**config.mk**
```make
export PLATFORM = sky130hd
export DESIGN_NAME = fp_multiplier
export DESIGN_NICKNAME = d
export VERILOG_FILES = /design/src/rtl/fp_multiplier.sv
export SDC_FILE = /design/constraint.sdc
export NUM_CORES = 2
export LEC_CHECK = 0
export BUFFER_PORTS_ARGS = -buffer_cell sky130_fd_sc_hd__buf_4
export CAP_MARGIN = 20
export CORE_UTILIZATION = 55
export DETAILED_ROUTE_END_ITERATION = 16
export PLACE_DENSITY = 0.72
export SLEW_MARGIN = 20
export SYNTH_ARGS = -nofsm -noshare
export SYNTH_HDL_FRONTEND = slang
export SYNTH_SLANG_ARGS = --single-unit
```
**constraint.sdc**
```tcl
create_clock -name clk -period 7.8 [get_ports clk]
set_input_delay 0.78 -clock clk [delete_from_list [all_inputs] [get_ports clk]]
set_output_delay 0.78 -clock clk [all_outputs]
set_load 0.02 [all_outputs]
```
**src/rtl/fp_multiplier.sv**
```systemverilog
// fp_multiplier: pipelined IEEE-754 single-precision multiplier.
// One operand pair per cycle, no backpressure. An operand pair sampled with
// in_valid at clock edge N is presented with out_valid at edge N+3, in issue order.
// Subnormal inputs are flushed to signed zero, and no subnormal results are produced.
//
// Pipeline registers:
//   s1 (edge N)   : unpack/classify, sign, biased exponent sum
//   s2 (edge N+1) : 24x24 mantissa product
//   s3 (edge N+2) : normalize + round-to-nearest-even
//   out (edge N+3): special-case selection and packing
//
// Ports:
//   clk          in   clock, all state updates on rising edge
//   rst          in   synchronous active-high reset
//   in_valid     in   a_fpn/b_fpn valid this cycle
//   a_fpn, b_fpn in   operands, IEEE-754 single
//   out_valid    out  out and flags valid this cycle
//   out          out  rounded product (holds its value while out_valid=0)
//   flag_ovf     out  result overflowed to infinity
//   flag_unf     out  result underflowed to zero
//   flag_inv     out  invalid operation (NaN input or 0*inf)
//
// Optional build macro FP_MUL_STICKY_FLAGS_EN adds:
//   flag_clr     in   clears the sticky flags (a flag arriving in the same cycle wins)
//   sticky_flags out  accumulated {inv,unf,ovf}
module fp_multiplier #(
  parameter int EXP_W = 8,
  parameter int MAN_W = 23
) (
  input  logic                   clk,
  input  logic                   rst,
  input  logic                   in_valid,
  input  logic [EXP_W+MAN_W:0]   a_fpn,
  input  logic [EXP_W+MAN_W:0]   b_fpn,
`ifdef FP_MUL_STICKY_FLAGS_EN
  input  logic                   flag_clr,
  output logic [2:0]             sticky_flags,
`endif
  output logic                   out_valid,
  output logic [EXP_W+MAN_W:0]   out,
  output logic                   flag_ovf,
  output logic                   flag_unf,
  output logic                   flag_inv
);

  localparam int W  = 1 + EXP_W + MAN_W;
  localparam int XW = EXP_W + 2;        // signed exponent width with headroom
  localparam int SW = MAN_W + 1;        // significand incl. hidden bit
  localparam int PW = 2 * SW;           // product width
  localparam int BIAS_I = (32'sd1 <<< (EXP_W - 1)) - 32'sd1;
  localparam int EMAX_I = (32'sd1 <<< EXP_W) - 32'sd1;
  localparam logic signed [XW-1:0] BIAS     = XW'(BIAS_I);
  localparam logic signed [XW-1:0] EXP_MAX  = XW'(EMAX_I);
  localparam logic signed [XW-1:0] EXP_ZERO = '0;
  localparam logic [W-1:0] QNAN = {1'b0, {EXP_W{1'b1}}, 1'b1, {(MAN_W-1){1'b0}}};

  // ---------------- stage 1: unpack / classify ----------------
  logic [EXP_W-1:0] ea_s, eb_s;
  logic [MAN_W-1:0] ma_s, mb_s;
  logic a_zero_s, b_zero_s, a_inf_s, b_inf_s, a_nan_s, b_nan_s;
  logic signed [XW-1:0] exp_sum_s;

  assign ea_s = a_fpn[W-2:MAN_W];
  assign eb_s = b_fpn[W-2:MAN_W];
  assign ma_s = a_fpn[MAN_W-1:0];
  assign mb_s = b_fpn[MAN_W-1:0];
  // exponent field 0 covers both true zero and subnormals (flushed)
  assign a_zero_s = (ea_s == '0);
  assign b_zero_s = (eb_s == '0);
  assign a_nan_s  = (&ea_s) & (|ma_s);
  assign b_nan_s  = (&eb_s) & (|mb_s);
  assign a_inf_s  = (&ea_s) & ~(|ma_s);
  assign b_inf_s  = (&eb_s) & ~(|mb_s);
  assign exp_sum_s = $signed({2'b00, ea_s}) + $signed({2'b00, eb_s}) - BIAS;

  logic                 v1_r, sign1_r, inv1_r, inf1_r, zero1_r;
  logic signed [XW-1:0] exp1_r;
  logic [SW-1:0]        man_a1_r, man_b1_r;

  // stage 1 register: classification and significands with hidden bit
  always_ff @(posedge clk) begin
    if (rst) begin
      v1_r     <= 1'b0;
      sign1_r  <= 1'b0;
      inv1_r   <= 1'b0;
      inf1_r   <= 1'b0;
      zero1_r  <= 1'b0;
      exp1_r   <= '0;
      man_a1_r <= '0;
      man_b1_r <= '0;
    end else begin
      v1_r     <= in_valid;
      sign1_r  <= a_fpn[W-1] ^ b_fpn[W-1];
      inv1_r   <= a_nan_s | b_nan_s | (a_inf_s & b_zero_s) | (a_zero_s & b_inf_s);
      inf1_r   <= a_inf_s | b_inf_s;
      zero1_r  <= a_zero_s | b_zero_s;
      exp1_r   <= exp_sum_s;
      man_a1_r <= a_zero_s ? '0 : {1'b1, ma_s};
      man_b1_r <= b_zero_s ? '0 : {1'b1, mb_s};
    end
  end

  // ---------------- stage 2: mantissa product ----------------
  logic                 v2_r, sign2_r, inv2_r, inf2_r, zero2_r;
  logic signed [XW-1:0] exp2_r;
  logic [PW-1:0]        prod2_r;

  // stage 2 register: full-width significand product
  always_ff @(posedge clk) begin
    if (rst) begin
      v2_r    <= 1'b0;
      sign2_r <= 1'b0;
      inv2_r  <= 1'b0;
      inf2_r  <= 1'b0;
      zero2_r <= 1'b0;
      exp2_r  <= '0;
      prod2_r <= '0;
    end else begin
      v2_r    <= v1_r;
      sign2_r <= sign1_r;
      inv2_r  <= inv1_r;
      inf2_r  <= inf1_r;
      zero2_r <= zero1_r;
      exp2_r  <= exp1_r;
      prod2_r <= PW'(man_a1_r) * PW'(man_b1_r);
    end
  end

  // ---------------- stage 3: normalize / round ----------------
  logic                 hi_s;
  logic [MAN_W-1:0]     man_s;
  logic                 guard_s, round_s, sticky_s, rnd_up_s;
  logic [MAN_W:0]       man_rnd_s;
  logic signed [XW-1:0] exp_fin_s;

  // product of two normals lies in [1,4): bit PW-1 set means one extra right shift
  assign hi_s      = prod2_r[PW-1];
  assign man_s     = hi_s ? prod2_r[PW-2 -: MAN_W] : prod2_r[PW-3 -: MAN_W];
  assign guard_s   = hi_s ? prod2_r[MAN_W]         : prod2_r[MAN_W-1];
  assign round_s   = hi_s ? prod2_r[MAN_W-1]       : prod2_r[MAN_W-2];
  assign sticky_s  = hi_s ? (|prod2_r[MAN_W-2:0])  : (|prod2_r[MAN_W-3:0]);
  assign rnd_up_s  = guard_s & (round_s | sticky_s | man_s[0]);
  assign man_rnd_s = {1'b0, man_s} + {{MAN_W{1'b0}}, rnd_up_s};
  // a rounding carry leaves the stored fraction at zero; only the exponent moves
  assign exp_fin_s = exp2_r + $signed({{(XW-1){1'b0}}, hi_s})
                            + $signed({{(XW-1){1'b0}}, man_rnd_s[MAN_W]});

  logic                 v3_r, sign3_r, inv3_r, inf3_r, zero3_r;
  logic signed [XW-1:0] exp3_r;
  logic [MAN_W-1:0]     man3_r;

  // stage 3 register: rounded fraction and final exponent
  always_ff @(posedge clk) begin
    if (rst) begin
      v3_r    <= 1'b0;
      sign3_r <= 1'b0;
      inv3_r  <= 1'b0;
      inf3_r  <= 1'b0;
      zero3_r <= 1'b0;
      exp3_r  <= '0;
      man3_r  <= '0;
    end else begin
      v3_r    <= v2_r;
      sign3_r <= sign2_r;
      inv3_r  <= inv2_r;
      inf3_r  <= inf2_r;
      zero3_r <= zero2_r;
      exp3_r  <= exp_fin_s;
      man3_r  <= man_rnd_s[MAN_W-1:0];
    end
  end

  // ---------------- pack with special-case priority ----------------
  logic [W-1:0] res_s;
  logic         ovf_s, unf_s, inv_s;

  // select the result and the single flag for this operation
  always_comb begin
    res_s = '0;
    ovf_s = 1'b0;
    unf_s = 1'b0;
    inv_s = 1'b0;
    if (inv3_r) begin
      res_s = QNAN;
      inv_s = 1'b1;
    end else if (inf3_r) begin
      res_s = {sign3_r, {EXP_W{1'b1}}, {MAN_W{1'b0}}};
    end else if (zero3_r) begin
      res_s = {sign3_r, {(W-1){1'b0}}};
    end else if (exp3_r >= EXP_MAX) begin
      res_s = {sign3_r, {EXP_W{1'b1}}, {MAN_W{1'b0}}};
      ovf_s = 1'b1;
    end else if (exp3_r <= EXP_ZERO) begin
      res_s = {sign3_r, {(W-1){1'b0}}};
      unf_s = 1'b1;
    end else begin
      res_s = {sign3_r, exp3_r[EXP_W-1:0], man3_r};
    end
  end

  logic         out_valid_r, ovf_r, unf_r, inv_r;
  logic [W-1:0] out_r;

  // output register: result and flags update only with a valid result
  always_ff @(posedge clk) begin
    if (rst) begin
      out_valid_r <= 1'b0;
      out_r       <= '0;
      ovf_r       <= 1'b0;
      unf_r       <= 1'b0;
      inv_r       <= 1'b0;
    end else begin
      out_valid_r <= v3_r;
      if (v3_r) begin
        out_r <= res_s;
        ovf_r <= ovf_s;
        unf_r <= unf_s;
        inv_r <= inv_s;
      end
    end
  end

  assign out_valid = out_valid_r;
  assign out       = out_r;
  assign flag_ovf  = ovf_r;
  assign flag_unf  = unf_r;
  assign flag_inv  = inv_r;

`ifdef FP_MUL_STICKY_FLAGS_EN
  logic [2:0] sticky_r;

  // sticky accumulation; a new flag overrides a simultaneous clear
  always_ff @(posedge clk) begin
    if (rst) begin
      sticky_r <= 3'b000;
    end else begin
      sticky_r <= (flag_clr ? 3'b000 : sticky_r)
                | ({inv_r, unf_r, ovf_r} & {3{out_valid_r}});
    end
  end

  assign sticky_flags = sticky_r;
`endif

endmodule

```
# Word level (Yosys, flattened, before mapping)
# Index checks and enable logic that the tools add are counted.
[totals]
regBits = 200
inputBits = 67
output_inout_bits = 36
word_cells = 85
[op_classes]
add_sub_neg = 5
n_mul = 1
order_cmp = 2
mux = 21
bitwise_logic = 17
reduce_logical = 10
[ops]
columns = ["operator", "count"]
rows = [
  ["2-to-1 mux 31 bit", 4],
  ["multiplier 24 x 24 -> 48 bit", 1],
  ["2-to-1 mux 24 bit", 2],
  ["OR reduction 23 bit", 2],
  ["2-to-1 mux 32 bit", 1],
  ["adder 23 x 1 -> 24 bit", 1],
  ["2-to-1 mux 23 bit", 1],
  ["OR reduction 22 bit", 1],
  ["OR reduction 21 bit", 1],
  ["adder 10 x 2 -> 10 bit", 2],
  ["logical NOT 8 bit", 2],
  ["AND reduction 8 bit", 2],
  ["2-to-1 mux 1 bit", 13],
  [">= comparator 10 x 9 -> 1 bit (second input constant)", 1],
  ["less-or-equal comparator 10 x 1 -> 1 bit (second input constant)", 1],
  ["subtractor 9 x 7 -> 10 bit (second input constant)", 1],
  ["adder 8 x 8 -> 9 bit", 1],
  ["AND 1 bit", 7],
  ["bitwise OR 1 bit", 7],
  ["OR reduction 2 bit", 2],
  ["inverter 1 bit", 2],
  ["bitwise XOR 1 bit", 1],
]

# Logic depth before layout (Yosys ltp)
[logic_depth]
word_depth = 7
mapped_depth = 26
ltp_nobuf = 24

# Least setup slack after synthesis
# OpenSTA, ideal clock, no wires.
[synth_path]
kind = "register to register"
start = "register man_a1_r[10]"
end = "register prod2_r[40]"
t_arrival_ns = 6.237
path_slack_ns = 1.439
stages_incl_launch_ff = 25
n_path_buf = 2
period_less_slack_ns = 6.361
path_cell_list = "dfxtp_1 -> clkbuf_1 -> nand2_1 -> fa_1 -> fa_1 -> inv_1 -> fa_1 -> inv_1 -> fa_1 -> inv_1 -> fa_1 -> fa_1 -> inv_1 -> fa_1 -> inv_1 -> ha_1 -> clkbuf_2 -> a21oi_1 -> o21ai_0 -> a31oi_1 -> o21ai_1 -> a21oi_2 -> o21ai_2 -> a221oi_2 -> mux2_1"
[synth_between]
elab_chain_len = 1
[synth_rtl]
columns = ["item", "line_no", "text"]
rows = [
  ["from (decl)", "78", "logic [SW-1:0] man_a1_r, man_b1_r;"],
  ["from (signal assigned)", "98", "man_a1_r <= a_zero_s ? '0 : {1'b1, ma_s};"],
  ["multiplier 24 x 24 -> 48 bit", "125", "prod2_r <= PW'(man_a1_r) * PW'(man_b1_r);"],
  ["to (signal assigned)", "125", ""],
  ["to (decl)", "106", "logic [PW-1:0] prod2_r;"],
]
# No other way between the ends.
# A chain may end at the register's enable or synchronous reset.

# Final worst setup path
[layout_path]
start = "register man_a1_r[17]"
end = "register prod2_r[46]"
# The elaborated chain is that of the path after synthesis.

==> flow_summary.ini <==
[status]
status = finished, final reports clean

[layout]
layout-drive-gt1-share_pct = 6.827
stdcell_area_um2 = 28210
antenna_cells = 0
syn_to_final_growth_pct = 6.955
nFillCells = 4004
fin_nets = 3674

[run]
drv.max_cap_violation_count = 0

[power]
leakage_uw = 0.01359
netSwitchingPower_uw = 2665
swShare_pct = 47.45
p_total_uw = 5616
pwr-share-clk_pct = 16.1
max-vdd-ir-drop_v = 0.0001606
pwr-share-comb_pct = 60.0
seqPwrFrac_pct = 23.9
powerDensity_nw_per_um2 = 199.1
internal-power_uw = 2951

[grt]
top_usage_layer = met2
track_usage_pct = 28.56
grt_overflow = 0
grt_use_met1_pct = 38.59
antenna_found_initial = 0
grt_first_pass_wirelength_um = 109900
grt_max_degree = 84
grt.met2_usage_pct = 46.30
use_met3_pct = 6.586
first_global_vias = 20803

[sta]
setup_tns_ps = 0
min_period_ps = 7442
worstMarginPinSlew_ps = 1172
hold_violations = 0
setup_viol = 0
period_share_pct = 95.41
slew_violations = 0
worst_slew_margin_rel_pct = 21.75
fin_worst_skew_ps = 16.94
fmax_ghz = 0.1344
rsz0062_at_grt = no

[cts]
clkSlewWorstSetupHoldPaths_ps = 80
clockBufferDepth = 2
clock_latency_ps = 450
postCtsHoldBufs = 0
ctsResizeCount = 0
cts_post_setup_buffers_inserted = 0
numCtsBuffers = 17
cts_tree = yes
h-tree-depth = 4
root_buffer = clkbuf_16
cts_sinks = 200

[setup_path]
critPathSlowestCell = dfxtp_1
cpMostUsedCell = fa_1
cp.required_ps = 8200
crit_type = flip-flop to flip-flop
cp_slowest_stage_delay_ps = 1050
path_cells = nand2_1 > fa_1 > inv_1 > fa_1 > inv_1 > fa_1 > fa_1 > inv_1 > fa_1 > fa_1 > inv_1 > fa_1 > inv_1 > ha_1 > nand4_1 > nor3_1 > nand2_1 > o2111ai_2 > a41oi_2 > or4_1 > nand3_1
cp-start-kind = flip-flop
crit_path_max_fanout = 24
end_kind = flip-flop
ff2ff_path_depth = 21
cp.arrival_ps = 7840

[logic_synthesis]
postSynthAreaPerCell_um2 = 9.030
ys_seq_area_share_pct = 15.18
syn_inst = 2921
syn-num-nets = 3664
synth-seq-cells = 200
ys_types = 79
synth_ff_type = dfxtp_1
synth_area_um2 = 26380
synth_edf_count = 0
async_reset_ff_share_pct = 0
yosys_warnings = 0

[route]
drt_wl_total_um = 66460
wl_per_cell_um = 18.72
drt_pass1_iterations = 5
via_per_inst = 5.464
drc = 0
detail-route-antenna-nets = 0
num_vias = 19401
drt_iter0_drc = 1550

[worst_hold_path]
hp-class = flip-flop to flip-flop
min_path_cells = 1

[floorplanning]
ioPinCount = 103
die_w_um = 221.0
fp.dieArea_um2 = 48830
rows = 79
start_util_pct = 56.18
core-area_um2 = 46950
die_h_um = 221.0

[placed_design]
dpl-instance-area_um2 = 27590
io_buffers = 102
globalplace.congestion = 0.9097
dp_hpwl_um = 52410
[power groups by stage]
stage / clock (uW) / sequential [uW] / combinational (uW)
floorplan: 0 / 1260 / 2540
global placement: 0 / 1350 / 3300
detailed placement: 0 / 1360 / 3330
CTS: 928 / 1340 / 3360
global route: 961 / 1360 / 3830
finish: 906 / 1340 / 3370
[placed cells by master (no fill, tap or decap), types with 5 or more instances in the layout]
| master | instances |
|---|---|
| xor2_1 | 30 |
| o21a_1 | 6 |
| a31oi_1 | 6 |
| a21o_1 | 26 |
| a21boi_0 | 5 |
| o21ai_0 | 34 |
| o21ai_1 | 6 |
| a21oi_1 | 68 |
| and3_1 | 5 |
| nand3_1 | 19 |
| clkbuf_16 | 17 |
| mux2i_1 | 8 |
| xnor2_1 | 42 |
| o211ai_1 | 7 |
| inv_1 | 570 |
| nor2_1 | 145 |
| o31ai_1 | 5 |
| and4_1 | 5 |
| nand4_1 | 20 |
| or4_1 | 7 |
| nand2_1 | 333 |
| nor3_1 | 21 |
| o21bai_1 | 15 |
| nor4_1 | 18 |
| buf_4 | 134 |
| and2_1 | 349 |
| a22oi_1 | 24 |
| dfxtp_1 | 199 |
| nor2b_1 | 41 |
| fa_1 | 484 |
| a211oi_1 | 16 |
| ha_1 | 192 |
[worst paths after layout]
| kind | start | to | slack [ps] |
|---|---|---|---|
| worst max register to register | man_a1_r[17] | prod2_r[46] | 360 |
| worst min-delay path | exp1_r[8] | exp2_r[8] | 430 |
| worst max-delay path | man_a1_r[17] | prod2_r[46] | 360 |
| worst min register to register | exp1_r[8] | exp2_r[8] | 430 |
[cells by family after synthesis]
| family | share of synthesized area (%) |
|---|---|
| simple gates | 19.23 |
| buf+inv | 10.25 |
| fa+ha+maj | 45.84 |
| compound gates | 6.376 |
| flops | 15.18 |
| xor+xnor | 2.391 |
| mux | 0.7305 |
[synth_stat cells, drive strengths merged, types with 18 or more instances]
| cell type | n | area, um2 |
|---|---|---|
| o21ai | 41 | 209.0 |
| nand2 | 335 | 1262 |
| ha | 192 | 2402 |
| a21o | 27 | 210.2 |
| nand3 | 19 | 95.09 |
| xor2 | 30 | 262.8 |
| nor3 | 24 | 136.4 |
| fa | 484 | 9689 |
| nor2 | 145 | 544.3 |
| dfxtp | 200 | 4004 |
| nor4 | 18 | 112.6 |
| inv | 570 | 2140 |
| a21oi | 71 | 366.6 |
| and2 | 350 | 2190 |
| xnor2 | 42 | 367.9 |
| a22oi | 24 | 180.2 |
| nand4 | 21 | 146.4 |
| nor2b | 41 | 256.5 |
| clkbuf | 126 | 476.7 |
[critical path: cells and delay by family (launching register included)]
kind / cells / cell delay (ps)
DFF: 1 / 1050
AOI/OAI and AO/OA: 2 / 450
buffers and inverters: 5 / 270
adders and majority gates: 8 / 4030
and+or+nand+nor: 6 / 1580
[flip-flops by register name, summed over array words and instances, names as in the netlist, 10 cells and up]
signal / count
man3_r: 23
exp1_r: 10
out: 32
prod2_r: 48
man_a1_r: 24
exp3_r: 10
man_b1_r: 24
exp2_r: 10
[final cells by class]
type                    count  area (um2)  area share (%)
flip-flops and latches    200        4005           14.20
clock inverters            14       177.7          0.6298
well taps                 607       759.5           2.692
clock buffers              18       429.2           1.521
inverters                 571        2143           7.598
repair buffers            134        1006           3.566
multi-input cells        2007       19690           69.80
[metrics by stage]
stage / utilization, % / cells / setup WS, ps / hold slack, ps
global route: 60.08 / 3551 / 139.8 / 445.6
floorplan: - / 2921 / 1439 / 413.8
global placement: 58.76 / 3518 / 636.6 / 417.0
detailed placement: 58.76 / 3518 / 459.3 / 420.4
CTS: 60.06 / 3550 / 468.9 / 434.8
finish: 60.08 / 3551 / 357.7 / 427.2
[per-layer routing]
metal | vias up | routed length (um)
met2 | 787 | 30280
met5 | - | 0
met1 | 9634 | 28660
met4 | 0 | 1588
met3 | 123 | 5931
li1 | 8857 | -
(Power assumes the default switching activity.)
